### config.mk
export PLATFORM = sky130hd
export DESIGN_NAME = mem_arb2
export DESIGN_NICKNAME = d
export VERILOG_FILES = /design/src/rtl/mem_arb2_pkg.sv /design/src/rtl/mem_arb2_pick.sv /design/src/rtl/mem_arb2.sv
export SDC_FILE = /design/constraint.sdc
export NUM_CORES = 1
export LEC_CHECK = 0
export ABC_AREA = 1
export CORE_AREA = 4 4 113 115
export CTS_BUF_LIST = sky130_fd_sc_hd__clkbuf_16
export CTS_CLUSTER_DIAMETER = 100
export DETAILED_ROUTE_END_ITERATION = 6
export DIE_AREA = 0 0 117 119
export HOLD_SLACK_MARGIN = 0.06
export PLACE_DENSITY = 0.67
export SETUP_SLACK_MARGIN = 0.2
export SYNTH_ARGS = -nofsm -noshare
export SYNTH_HDL_FRONTEND = slang
export SYNTH_SLANG_ARGS = --single-unit
export TNS_END_PERCENT = 1
### constraint.sdc
create_clock -name clk -period 3.4 [get_ports clk]
set_input_delay 0.68 -clock clk [delete_from_list [all_inputs] [get_ports clk]]
set_output_delay 0.68 -clock clk [all_outputs]
set_load 0.005 [all_outputs]
### src/rtl/mem_arb2_pkg.sv
// Shared state encoding and bus widths for the two-port memory arbiter.
package mem_arb2_pkg;

    typedef enum logic [1:0] {
        ST_IDLE = 2'd0,
        ST_CMD  = 2'd1,
        ST_DATA = 2'd2
    } state_t;

    localparam int MI_LEN_W = 7;
    localparam int MI_DW    = 32;

endpackage

### src/rtl/mem_arb2_pick.sv
// Two-way picker: one-hot grant from request valids; a tie goes to the port named by ptr.
module mem_arb2_pick (
    input  logic [1:0] valid,
    input  logic       ptr,
    output logic [1:0] grant
);

    always_comb begin
        grant = valid;
        if (valid == 2'b11) begin
            grant = ptr ? 2'b10 : 2'b01;
        end
    end

endmodule

### src/rtl/mem_arb2.sv
// Two-requester burst arbiter onto a single memory-interface port, one burst in flight.
// Define MEM_ARB2_RR_EN for round-robin tie-breaking; otherwise port 0 always wins ties.
module mem_arb2
    import mem_arb2_pkg::*;
#(
    parameter  int AW = 20,
    localparam int AL = AW - 1
) (
    input  logic                clk,
    input  logic                rst_n,

    input  logic [AL:0]         m0_addr,
    input  logic [MI_LEN_W-1:0] m0_len,
    input  logic                m0_rw,
    input  logic                m0_valid,
    output logic                m0_ready,
    input  logic [MI_DW-1:0]    m0_wdata,
    output logic                m0_wack,
    output logic                m0_wlast,
    output logic [MI_DW-1:0]    m0_rdata,
    output logic                m0_rstb,
    output logic                m0_rlast,

    input  logic [AL:0]         m1_addr,
    input  logic [MI_LEN_W-1:0] m1_len,
    input  logic                m1_rw,
    input  logic                m1_valid,
    output logic                m1_ready,
    input  logic [MI_DW-1:0]    m1_wdata,
    output logic                m1_wack,
    output logic                m1_wlast,
    output logic [MI_DW-1:0]    m1_rdata,
    output logic                m1_rstb,
    output logic                m1_rlast,

    output logic [AL:0]         mi_addr,
    output logic [MI_LEN_W-1:0] mi_len,
    output logic                mi_rw,
    output logic                mi_valid,
    input  logic                mi_ready,
    output logic [MI_DW-1:0]    mi_wdata,
    input  logic                mi_wack,
    input  logic                mi_wlast,
    input  logic [MI_DW-1:0]    mi_rdata,
    input  logic                mi_rstb,
    input  logic                mi_rlast
);

    state_t              state, state_nxt;
    logic                gnt;
    logic                ptr;
    logic [AL:0]         addr_q;
    logic [MI_LEN_W-1:0] len_q;
    logic                rw_q;
    logic [1:0]          pick;
    logic                accept;
    logic                done;
    logic                busy;
    logic                in_data;

    mem_arb2_pick u_pick (
        .valid ({m1_valid, m0_valid}),
        .ptr   (ptr),
        .grant (pick)
    );

`ifdef MEM_ARB2_RR_EN
    always_ff @(posedge clk or negedge rst_n) begin
        if (!rst_n) begin
            ptr <= 1'b0;
        end else if (done) begin
            ptr <= ~gnt;
        end
    end
`else
    assign ptr = 1'b0;
`endif

    always_ff @(posedge clk or negedge rst_n) begin
        if (!rst_n) begin
            state <= ST_IDLE;
        end else begin
            state <= state_nxt;
        end
    end

    always_comb begin
        state_nxt = state;
        accept    = 1'b0;
        done      = 1'b0;
        case (state)
            ST_IDLE: begin
                if (pick != 2'b00) begin
                    accept    = 1'b1;
                    state_nxt = ST_CMD;
                end
            end
            ST_CMD: begin
                if (mi_ready) state_nxt = ST_DATA;
            end
            ST_DATA: begin
                // Burst length is never counted; only the qualified last flag ends it.
                done = rw_q ? (mi_rstb & mi_rlast) : (mi_wack & mi_wlast);
                if (done) state_nxt = ST_IDLE;
            end
            default: state_nxt = ST_IDLE;
        endcase
    end

    always_ff @(posedge clk or negedge rst_n) begin
        if (!rst_n) begin
            gnt    <= 1'b0;
            addr_q <= '0;
            len_q  <= '0;
            rw_q   <= 1'b0;
        end else if (accept) begin
            gnt    <= pick[1];
            addr_q <= pick[1] ? m1_addr : m0_addr;
            len_q  <= pick[1] ? m1_len  : m0_len;
            rw_q   <= pick[1] ? m1_rw   : m0_rw;
        end
    end

    assign busy    = (state == ST_CMD) || (state == ST_DATA);
    assign in_data = (state == ST_DATA);

    // rst_n gating keeps ready and the read bus quiet while reset is held.
    assign m0_ready = rst_n & (state == ST_IDLE) & pick[0];
    assign m1_ready = rst_n & (state == ST_IDLE) & pick[1];

    assign mi_addr  = addr_q;
    assign mi_len   = len_q;
    assign mi_rw    = rw_q;
    assign mi_valid = (state == ST_CMD);
    assign mi_wdata = busy ? (gnt ? m1_wdata : m0_wdata) : '0;

    assign m0_wack  = in_data & ~gnt & mi_wack;
    assign m0_wlast = in_data & ~gnt & mi_wack & mi_wlast;
    assign m0_rstb  = in_data & ~gnt & mi_rstb;
    assign m0_rlast = in_data & ~gnt & mi_rstb & mi_rlast;
    assign m1_wack  = in_data &  gnt & mi_wack;
    assign m1_wlast = in_data &  gnt & mi_wack & mi_wlast;
    assign m1_rstb  = in_data &  gnt & mi_rstb;
    assign m1_rlast = in_data &  gnt & mi_rstb & mi_rlast;

    assign m0_rdata = rst_n ? mi_rdata : '0;
    assign m1_rdata = rst_n ? mi_rdata : '0;

endmodule

# Word-level counts from Yosys, hierarchy flattened
# Index checks and enable logic that the tools add are counted.
[totals] in_bits=161 out_inout_bits=135 ram_bits=0 memories=0 elab_cells=45 romBits=0 ff_bits=31 latch_bits=0
[classes] n_mul=0 order_cmp=0 shift=0 eq_ne=6 bitwise=16 div_mod_pow=0 n_addsub=0 mux=14 reduce_logical=4
[ops] op="$mux 32" count=3
[ops] op="$mux 20" count=1
[ops] op="$and 1x1->1" count=15
[ops] op="$mux 2" count=4
[ops] op="$mux 7" count=1
[ops] op="$pmux 2 s3" count=1
[ops] op="$eq 2x2->1 const B" count=2
[ops] op="$mux 1" count=4
[ops] op="$ne 2x1->1 const B" count=2
[ops] op="$reduce_and 3->1" count=1
[ops] op="$eq 2x1->1 const B" count=1
[ops] op="$logic_not 2->1" count=1
[ops] op="$ne 2x2->1 const B" count=1
[ops] op="$reduce_bool 2->1" count=1
[ops] op="$logic_or 1x1->1" count=1
[ops] op="$not 1->1" count=1

# Longest topological paths before layout
[logic_depth] depth_word=5 ltp_mapped=8 mapped_depth_nobuf=8

# Hierarchy
# A second synthesis with hierarchy kept.
[hier_totals] cells_unflattened=409 area_unflattened_um2=2637.5
[modules_own_cells] mod="mem_arb2" instances=1 area_per_inst_um2=2616.3 cells_per_inst=404 seq_area_each_um2=775.7
[modules_own_cells] mod="mem_arb2_pick" instances=1 area_per_inst_um2=21.3 cells_per_inst=5 seq_area_each_um2=0.0

# Worst setup path after synthesis
# OpenSTA, ideal clock, no wires.
[synth_timing] path_type="input to output" start="in rst_n" end="out m1_rdata[0]" t_arrival_ps=1379 t_required_ps=2720 path_slack_ps=1341 path_buffers=3 stages=5 path_cell_list="clkbuf_1 > clkbuf_1 > nand2_1 > inv_1 > buf_4"
[synth_via] elab_chain_len=1
[synth_rtl] item="start, declared" line_no="mem_arb2.sv:10" text="input logic rst_n,"
[synth_rtl] item="$mux 32"
[synth_rtl] item="end, declared" line_no="mem_arb2.sv:32" text="output logic [MI_DW-1:0] m1_rdata,"
# Every way passes these cells.

# Worst setup path after layout
[layout_timing] start="reg state[0]" end="out mi_wdata[2]"
[layout_via] elab_chain_len=3 elab_cells_between_ends=4 cone_classes="eq/ne: 2; mux: 1; reduce/logical: 1"
[layout_rtl] item="start, declared" line_no="mem_arb2.sv:49" text="state_t state, state_nxt;"
[layout_rtl] item="start signal, assigned" line_no="mem_arb2.sv:83" text="state <= state_nxt;"
[layout_rtl] item="$eq 2x1->1 or $eq 2x2->1 (tied branches)"
[layout_rtl] item="$logic_or 1x1->1 *" line_no="mem_arb2.sv:124" text="assign busy = (state == ST_CMD) || (state == ST_DATA);"
[layout_rtl] item="$mux 32 *" line_no="mem_arb2.sv:135" text="assign mi_wdata = busy ? (gnt ? m1_wdata : m0_wdata) : '0;"
[layout_rtl] item="end, declared" line_no="mem_arb2.sv:41" text="output logic [MI_DW-1:0] mi_wdata,"
# Every way passes the cells marked *; elsewhere a longest branch is shown, timed or not.

==> qor.csv <==
metric,value,unit
status,"finished, final reports clean",
holdBufCountCts,0,
p_leak,2.480,nW
cp.arrival,2.13,ns
clockBufferDepth,2,
regArea,775.7,um^2
final-hold-violation-count,0,
drt_iter0_markers,139,
post-route-min-period,2.807,ns
synth_warnings,0,
synthesis.area,0.002581,mm^2
rsz0062_at_grt,no,
antenna_found_initial,0,
wire_per_inst,15.38,um
max-slew-margin-rel,57.67,%
drv_cap,0,
syn_avg_cell_area,6.358,um^2
grt_max_degree,36,
p_per_area,615.1,mW/mm^2
fmax,0.3562,GHz
ys_seq_elements,31,
insertion_delay,0.27,ns
die-area,0.01392,mm^2
end_kind,output pin,
grt_pass1_wl,18600,um
route.vias.total,3458,
drive_gt1_share,6.061,%
areaGrowthSynthToFinish,115.7,%
clock-root-buffer,clkbuf_16,
worst-path-max-fanout,32,
postSynthCellCount,406,
dr.pass1.iters,4,
drc_errors,0,
dp_hpwl,10530,um
hold_class,flop to flop,
diodes,0,
worst_pin_slew,0.6349,ns
fp.dieH,119,um
portBuffers,295,
synth_cell_types,19,
fill_cells,1185,
rrSetupSlack,1.61,ns
die_w,117,um
synth_seq_area_share,30.05,%
clk_pin_slew,0.06,ns
fin_nets,824,
cts_tree,yes,
drv_slew,0,
cts_buffers,5,
setup_tns,0,ns
grtUsageTotal,16.67,%
viasPerCell,4.285,
numClockSinks,31,
fp-row-count,40,
ir_drop,0.0002501,V
setup_viol_count_final,0,
finalCritPeriodShare,82.56,%
crit_type,flop to output pin,
fin_ws,0.5929,ns
start_util,21.85,%
core,0.01181,mm^2
cts_setup_buffers,0,
required,2.72,ns
fin_skew,0.002651,ns
h-tree-depth,2,
grt_overflow,0,
synth_nets,571,
ios,296,
grt_pass1_vias,3536,
ant_nets,0,
multi_input_area,0.001270,mm^2
postRouteWirelength,12410,um
place.gp.congestion,0.8966,
pre_cts_ws,0.6254,ns
startpoint_type,flop,
layer usage:
layer | up-vias | wire, um | GRT usage (%)
li1 | 1725 | - | -
met1 | 1562 | 4524 | 18.01
met2 | 153 | 6405 | 30.90
met3 | 18 | 1201 | 5.030
met4 | 0 | 280 | 4.373
met5 | - | 0 | 0
cell usage after synthesis, drive strengths merged:
cell type / number / share of area [%]
nor3: 1 / 0.19
nor2: 104 / 15
nand3: 5 / 0.97
nand2: 71 / 10
a21oi: 1 / 0.19
inv: 43 / 6.3
ha: 4 / 1.9
clkbuf: 13 / 1.9
o21ai: 89 / 20
buf: 43 / 12
clkinv: 1 / 0.15
dfrtp: 31 / 30
state kept, by name (all words and copies together) (netlist names):
name,count
gnt,1
mi_rw,1
mi_len,7
mi_addr,20
state,2
final timing paths:
path | from | endpoint | depth (start not counted)
worst max-delay path | state[0]$_DFFE_PN0P_ | mi_wdata[2] | 6
worst min-delay path | mi_len[1]$_DFFE_PN0P_ | mi_len[1]$_DFFE_PN0P_ | 2
worst max register to register | state[0]$_DFFE_PN0P_ | mi_addr[17]$_DFFE_PN0P_ | 7
worst min register to register | mi_len[1]$_DFFE_PN0P_ | mi_len[1]$_DFFE_PN0P_ | 2
max in group asynchronous | rst_n | mi_len[6]$_DFFE_PN0P_ | 2
min in group asynchronous | rst_n | mi_addr[15]$_DFFE_PN0P_ | 2
power by group:
part           internal, mW  total, mW  leakage (nW)  switching [mW]
registers             0.556      0.669         0.378           0.113
clock network         0.345      0.512        0.0838           0.167
logic                  1.25       2.24          2.02           0.990
total                  2.16       3.42          2.48            1.27
critical path: stages (launching register included):
cell	delay, ns
dfrtp_1	0.37
inv_1	0.09
ha_1	0.29
buf_4	0.26
o21ai_0	0.13
nor2_1	0.17
clkdlybuf4s50_1	0.54
final cells by class:
class / instances / area share [%]
Clock buffer: 5 / 2.247
Sequential cell: 31 / 13.93
Clock inverter: 3 / 0.7865
Timing Repair Buffer: 302 / 53.89
Tap cell: 147 / 3.303
Inverter: 44 / 3.034
Multi-Input combinational cell: 275 / 22.81
through the flow:
stage | hold slack, ns | area [um^2] | utilization, % | total power, mW | instances
after floorplan | 0.3844 | 2581 | - | 1.613 | 406
after global placement | 0.4664 | 5395 | 45.68 | 2.905 | 799
after detailed placement | 0.4714 | 5395 | 45.68 | 2.945 | 799
after CTS | 0.4858 | 5564 | 47.11 | 3.470 | 807
after global routing | 0.5084 | 5568 | 47.14 | 3.728 | 807
final | 0.4835 | 5568 | 47.14 | 3.425 | 807
layout by cell type (no fill, tap or decap):
master	netlist	layout
o21ai_2	20	20
o21ai_0	51	51
nor2_4	1	1
dfrtp_1	31	31
clkinv_4	0	1
buf_2	5	1
buf_4	36	7
nor3_1	1	1
clkinv_2	0	1
nand2_1	71	71
ha_1	4	4
inv_1	41	41
clkinvlp_4	0	1
clkbuf_16	0	5
o21ai_1	18	18
clkdlybuf4s50_1	0	294
nand3_1	5	5
inv_2	2	2
nor2_1	103	103
a21oi_1	1	1
bufinv_16	0	1
kinds of logic (layout without fill, tap and decap cells):
family	after synthesis	after routing	share of synthesized area (%)
buffers and inverters	100	354	20.75
adders and majority gates	4	4	1.939
DFF	31	31	30.05
AOI/OAI and AO/OA	90	90	20.36
and+or+nand+nor	181	181	26.90
repair_timing:
action                     CTS  global route
resized for setup            0             1
setup endpoints to repair    0             5
hold endpoints to repair     0             0
Note: power is estimated with default switching activity, not from simulation.
